--- config.mk ---
export PLATFORM = sky130hd
export DESIGN_NAME = inertial_interface
export DESIGN_NICKNAME = d
export VERILOG_FILES = /design/src/rtl/inert_pkg.sv /design/src/rtl/spi_monarch.sv /design/src/rtl/inertial_interface.sv
export SDC_FILE = /design/constraint.sdc
export NUM_CORES = 1
export LEC_CHECK = 0
export CAP_MARGIN = 30
export CORE_MARGIN = 1
export CORE_UTILIZATION = 50
export DETAILED_ROUTE_END_ITERATION = 6
export PLACE_DENSITY = 0.7
export SLEW_MARGIN = 20
export SYNTH_ARGS = -nofsm -noshare
export SYNTH_HDL_FRONTEND = slang
export SYNTH_SLANG_ARGS = --single-unit
--- constraint.sdc ---
create_clock -name clk -period 2.3 [get_ports clk]
set_clock_uncertainty 0.15 [all_clocks]
set_input_delay 0.46 -clock clk [delete_from_list [all_inputs] [get_ports clk]]
set_output_delay 0.46 -clock clk [all_outputs]
set_load 0.005 [all_outputs]
--- src/rtl/inert_pkg.sv ---
// Shared types and IMU command constants for the inertial interface.
// The config writes and read addresses match the IMU register map.
package inert_pkg;

    typedef enum logic [2:0] {
        INIT_WAIT,
        CFG,
        WAIT_INT,
        RD_PL,
        RD_PH,
        RD_AL,
        RD_AH,
        DONE
    } inert_state_t;

    localparam logic [15:0] CFG_INT   = 16'h0D02;
    localparam logic [15:0] CFG_ACCEL = 16'h1053;
    localparam logic [15:0] CFG_GYRO  = 16'h1150;
    localparam logic [15:0] CFG_ROUND = 16'h1460;

    localparam logic [7:0] PTCH_L = 8'hA2;
    localparam logic [7:0] PTCH_H = 8'hA3;
    localparam logic [7:0] AZ_L   = 8'hAC;
    localparam logic [7:0] AZ_H   = 8'hAD;

    // Configuration writes go out in index order 0..3.
    function automatic logic [15:0] cfg_cmd(input logic [1:0] idx);
        case (idx)
            2'd0:    return CFG_INT;
            2'd1:    return CFG_ACCEL;
            2'd2:    return CFG_GYRO;
            default: return CFG_ROUND;
        endcase
    endfunction

    function automatic logic [15:0] rd_cmd(input logic [7:0] addr);
        return {addr, 8'h00};
    endfunction

endpackage

--- src/rtl/spi_monarch.sv ---
// 16-bit SPI master: mode 3 (SCLK idles high), MOSI changes on SCLK fall,
// MISO sampled on SCLK rise. done pulses with the SS_n rise.
module spi_monarch #(
    parameter int SCLK_DIV_W = 4
) (
    input  logic        clk,
    input  logic        rst,
    input  logic        wrt,
    input  logic [15:0] cmd,
    output logic        done,
    output logic [7:0]  rd_data,
    output logic        SS_n,
    output logic        SCLK,
    output logic        MOSI,
    input  logic        MISO
);

    // Divider starts at half scale so SCLK holds high for half a period after SS_n falls.
    localparam logic [SCLK_DIV_W-1:0] DIV_START = {1'b1, {(SCLK_DIV_W-1){1'b0}}};
    localparam logic [SCLK_DIV_W-1:0] DIV_FALL  = '1;
    localparam logic [SCLK_DIV_W-1:0] DIV_RISE  = {1'b0, {(SCLK_DIV_W-1){1'b1}}};

    logic                  busy;
    logic [SCLK_DIV_W-1:0] div;
    logic [4:0]            rise_cnt;
    logic [15:0]           tx_shft;
    logic [15:0]           rx_shft;

    always_ff @(posedge clk) begin
        done <= 1'b0;
        if (rst) begin
            busy     <= 1'b0;
            div      <= '0;
            rise_cnt <= '0;
            tx_shft  <= '0;
            rx_shft  <= '0;
            SS_n     <= 1'b1;
            SCLK     <= 1'b1;
            MOSI     <= 1'b0;
        end else if (!busy) begin
            if (wrt) begin
                busy     <= 1'b1;
                SS_n     <= 1'b0;
                div      <= DIV_START;
                rise_cnt <= '0;
                tx_shft  <= cmd;
            end
        end else begin
            div <= div + 1'b1;
            // The fall slot after the 16th rise becomes the back porch end instead.
            if (div == DIV_FALL) begin
                if (rise_cnt == 5'd16) begin
                    busy <= 1'b0;
                    SS_n <= 1'b1;
                    done <= 1'b1;
                end else begin
                    SCLK    <= 1'b0;
                    MOSI    <= tx_shft[15];
                    tx_shft <= {tx_shft[14:0], 1'b0};
                end
            end
            if (div == DIV_RISE) begin
                SCLK     <= 1'b1;
                rx_shft  <= {rx_shft[14:0], MISO};
                rise_cnt <= rise_cnt + 5'd1;
            end
        end
    end

    assign rd_data = rx_shft[7:0];

endmodule

--- src/rtl/inertial_interface.sv ---
// IMU front end: power-up wait, four config writes, then a four-byte read
// burst per data-ready interrupt, delivering ptch_rt/AZ with a vld strobe.
module inertial_interface
    import inert_pkg::*;
#(
    parameter int INIT_WAIT_W = 16,
    parameter int SCLK_DIV_W  = 4
) (
    input  logic        clk,
    input  logic        rst,
    input  logic        INT,
    input  logic        MISO,
    output logic        SS_n,
    output logic        SCLK,
    output logic        MOSI,
    output logic        vld,
    output logic [15:0] ptch_rt,
    output logic [15:0] AZ
);

    inert_state_t           state;
    logic [INIT_WAIT_W-1:0] wait_cnt;
    logic [1:0]             cfg_idx;
    logic                   wrt;
    logic                   done;
    logic [15:0]            cmd;
    logic [7:0]             rd_data;
    logic                   int_meta;
    logic                   int_sync;
    logic [7:0]             pitch_l, pitch_h, az_l, az_h;

    spi_monarch #(.SCLK_DIV_W(SCLK_DIV_W)) u_spi (
        .clk     (clk),
        .rst     (rst),
        .wrt     (wrt),
        .cmd     (cmd),
        .done    (done),
        .rd_data (rd_data),
        .SS_n    (SS_n),
        .SCLK    (SCLK),
        .MOSI    (MOSI),
        .MISO    (MISO)
    );

    // INT comes from the IMU clock domain.
    always_ff @(posedge clk) begin
        if (rst) begin
            int_meta <= 1'b0;
            int_sync <= 1'b0;
        end else begin
            int_meta <= INT;
            int_sync <= int_meta;
        end
    end

    always_ff @(posedge clk) begin
        wrt <= 1'b0;
        vld <= 1'b0;
        if (rst) begin
            state    <= INIT_WAIT;
            wait_cnt <= '0;
            cfg_idx  <= '0;
            cmd      <= '0;
            pitch_l  <= '0;
            pitch_h  <= '0;
            az_l     <= '0;
            az_h     <= '0;
            ptch_rt  <= '0;
            AZ       <= '0;
        end else begin
            case (state)
                INIT_WAIT: begin
                    wait_cnt <= wait_cnt + 1'b1;
                    if (&wait_cnt) begin
                        state   <= CFG;
                        cfg_idx <= 2'd0;
                        cmd     <= cfg_cmd(2'd0);
                        wrt     <= 1'b1;
                    end
                end
                CFG: begin
                    if (done) begin
                        if (cfg_idx == 2'd3) begin
                            state <= WAIT_INT;
                        end else begin
                            cfg_idx <= cfg_idx + 2'd1;
                            cmd     <= cfg_cmd(cfg_idx + 2'd1);
                            wrt     <= 1'b1;
                        end
                    end
                end
                WAIT_INT: begin
                    if (int_sync) begin
                        cmd   <= rd_cmd(PTCH_L);
                        wrt   <= 1'b1;
                        state <= RD_PL;
                    end
                end
                RD_PL: begin
                    if (done) begin
                        pitch_l <= rd_data;
                        cmd     <= rd_cmd(PTCH_H);
                        wrt     <= 1'b1;
                        state   <= RD_PH;
                    end
                end
                RD_PH: begin
                    if (done) begin
                        pitch_h <= rd_data;
                        cmd     <= rd_cmd(AZ_L);
                        wrt     <= 1'b1;
                        state   <= RD_AL;
                    end
                end
                RD_AL: begin
                    if (done) begin
                        az_l  <= rd_data;
                        cmd   <= rd_cmd(AZ_H);
                        wrt   <= 1'b1;
                        state <= RD_AH;
                    end
                end
                RD_AH: begin
                    if (done) begin
                        az_h  <= rd_data;
                        state <= DONE;
                    end
                end
                DONE: begin
                    ptch_rt <= {pitch_h, pitch_l};
                    AZ      <= {az_h, az_l};
                    vld     <= 1'b1;
                    state   <= WAIT_INT;
                end
                default: state <= INIT_WAIT;
            endcase
        end
    end

endmodule
==> results.yml, run 1 <==
status:
  status: "complete, no violations"
floorplanning:
  die_height_um: 107
  die_w_um: 107
  rows: 37
  core-area_mm2: 0.0105
  dieArea_mm2: 0.0113
  io_pins: 40
  initial_utilization_pct: 52.2
setup_path:
  end_kind: "flip-flop"
  critical_path_class: "reg2reg"
  startpoint_type: "flip-flop"
  path_buf_inv: 0
  required_ns: 2.55
  cp_slowest_stage_delay_ns: 0.47
  crit_fanout: 3
  crit_path_top_delay_cell: "or4_4"
  cp.arrival_ns: 2.38
  cp_top_family: "simple AND/OR/NAND/NOR gates"
  crit_chain: "ha_1 > nand4_1 > or4_4 > a211oi_1 > mux2_1"
sta:
  tightest_slew_ns: 0.640
  setup_tns_ns: 0
  relSlewSlack_pct: 56.9
  max_freq_ghz: 0.471
  rsz0062_at_grt: "no"
  hold_violations: 0
  min_period_over_period_pct: 92.3
  timing.final.crit_period_ns: 2.12
  slew_viol_final: 0
  setup_violations: 0
clock_network:
  clkSinkCount: 137
  clk_latency_ns: 0.52
  cts_max_level: 4
  ctsResizeCount: 0
  cts_tree: "built"
  clk_path_buf_depth: 2
  clk_pin_slew_ns: 0.06
  clockRootBuffer: "clkbuf_8"
  cts_buffers: 17
  holdBufCountCts: 0
  post_cts_buffers: 0
pwr:
  max-vdd-ir-drop_v: 0.000727
  sequentialPowerShare_pct: 44.2
  p_switching_mw: 1.26
  internal-power_mw: 4.40
  clkPwrFrac_pct: 49.9
  netSwitchingFraction_pct: 22.3
  p_total_mw: 5.66
  pwr-share-comb_pct: 5.9
  power_density_mw_per_mm2: 859
  leakage_nw: 2.25
placement:
  hpwl_um: 7620
  postPlaceCellArea_mm2: 0.00598
  gp_congestion: 0.852
  port_buffers: 39
layout:
  layout_common_cells: "162 x nand2_1, 137 x dfxtp_1, 87 x a21oi_1"
  n_antenna_cell: 0
  drive_gt1_share_pct: 9.36
  fin_nets: 683
  fin_area_mm2: 0.00660
  final_common_cell: "nand2_1"
  num-fill-cells: 868
  area_growth_pct: 20.7
logic_synthesis:
  synth.area.mux_share_pct: 5.18
  synth.distinct_cells: 56
  syn_nets: 651
  syn_area_per_cell_um2: 8.55
  synth_ff_type: "dfxtp_1"
  synth_adder_area_share_pct: 1.83
  synth_top_family_by_area: "simple AND/OR/NAND/NOR gates"
  async_reset_ff_share_pct: 0
  synth_edf_count: 0
  synth_area_mm2: 0.00546
  synth-xor-area-share_pct: 2.24
  ys.warnings.count: 0
  synth_simple_gate_area_share_pct: 22.6
  ys_seq_area_share_pct: 50.2
  synth_compound_area_share_pct: 14.2
  ys_ff_latch: 137
  syn_inst: 639
routing:
  dr.pass1.iters: 5
  via_per_inst: 5.45
  num_vias: 4473
  wl_um: 11900
  wl_per_cell_um: 14.5
  drc: 0
  drtAntennaViolNets: 0
  dr.first_iter.drc_count: 259
global_routing:
  grt_max_degree: 57
  grt_pass1_wl_um: 19700
  grt-ovfl-total: 0
  antenna_found_initial: 0
  grt_use_total_pct: 21.9
  grt_pass1_vias: 4178
min_path:
  worstHoldPathType: "in2reg"
run:
  max-cap-violations: 0
flip-flops by register name, summed over array words and instances (netlist names), 2 cells and up:
register / cells
AZ: 16
ptch_rt: 16
u_spi.tx_shft: 16
wait_cnt: 16
cmd: 10
az_h: 8
az_l: 8
pitch_h: 8
pitch_l: 8
u_spi.rx_shft: 8
u_spi.rise_cnt: 5
u_spi.div: 4
state: 3
cfg_idx: 2
path summary, 6_finish.rpt:
kind                                               start                       end  slack [ns]  depth (start not counted)
worst min-delay path                                 rst  wait_cnt[5]$_SDFFE_PP0P_        0.18                          2
worst max register to register  wait_cnt[0]$_SDFFE_PP0P_     state[0]$_SDFFE_PP0P_        0.18                          5
worst min register to register       int_meta$_SDFF_PP0_       int_sync$_SDFF_PP0_        0.29                          1
worst max-delay path            wait_cnt[0]$_SDFFE_PP0P_     state[0]$_SDFFE_PP0P_        0.18                          5
cell usage after synthesis (all sizes together), types with 3 or more instances:
cell type  number  area, µm²
a211oi         14        105
a21oi          88        444
and3            3       18.8
buf            10       50.1
clkbuf         32        120
dfxtp         137       2740
ha              8        100
inv             9       33.8
mux2i          26        260
nand2         162        608
nand2b          3       18.8
nand3           9       45.0
nand4          11       83.8
nor2           43        161
nor2b           4       25.0
nor3            7       46.3
nor4            4       31.3
o211ai          5       37.5
o21ai           8       40.0
or2             3       18.8
or3             4       25.0
or4             4       33.8
xnor2           6       52.6
xor2            8       70.1
logic make-up (layout without fill, tap and decap cells):
| logic type | Yosys count | in the layout |
|---|---|---|
| and+or+nand+nor | 270 | 270 |
| buffers and inverters | 51 | 96 |
| AOI/OAI and AO/OA | 131 | 131 |
| xor gates and xnor gates | 14 | 14 |
| adders and majority gates | 8 | 8 |
| DFF | 137 | 137 |
| muxes | 28 | 28 |
area by class of cell:
class	count	area (µm²)	share of cell area [%]
Clock inverter	11	169	2.56
Clock buffer	21	449	6.81
Sequential cell	137	2740	41.6
Inverter	9	33.8	0.512
Multi-Input combinational cell	451	2520	38.2
Tap cell	136	170	2.58
Timing Repair Buffer	55	508	7.70
stage by stage:
step | util, % | cells | worst slack [ns] | hold slack [ns]
after floorplan | - | 639 | 0.356 | 0.264
after global placement | 57.1 | 788 | 0.292 | 0.273
after detailed placement | 57.1 | 788 | 0.243 | 0.282
after CTS | 63.0 | 820 | 0.182 | 0.169
after global routing | 63.0 | 820 | 0.0789 | 0.186
final | 63.0 | 820 | 0.177 | 0.179
power groups by stage:
stage	sequential, mW	combinational [mW]	clock (mW)
2_1_floorplan	2.53	0.275	0
3_3_place_gp	2.55	0.320	0
3_5_place_dp	2.55	0.330	0
4_1_cts	2.50	0.338	2.86
5_1_grt	2.51	0.371	2.96
6_report	2.50	0.335	2.82
routing by layer:
metal | track usage, % | vias up | routed length [µm]
met3 | 5.46 | 18 | 487
met4 | 7.34 | 0 | 170
met5 | 0 | - | 0
li1 | - | 2243 | -
met2 | 34.9 | 86 | 5660
met1 | 28.8 | 2126 | 5550
Note: power is estimated with default switching activity, not from simulation.
==> inputs of run 2 (changes only) <==
--- a/config.mk
+++ b/config.mk
@@ -8,6 +8,7 @@
 export CAP_MARGIN = 30
 export CORE_MARGIN = 1
 export CORE_UTILIZATION = 50
+export CTS_CLUSTER_DIAMETER = 200
 export DETAILED_ROUTE_END_ITERATION = 6
 export PLACE_DENSITY = 0.7
 export SLEW_MARGIN = 20
==> results of run 2 <==
The final DEF is identical to that of run 1; final timing and power are the same.
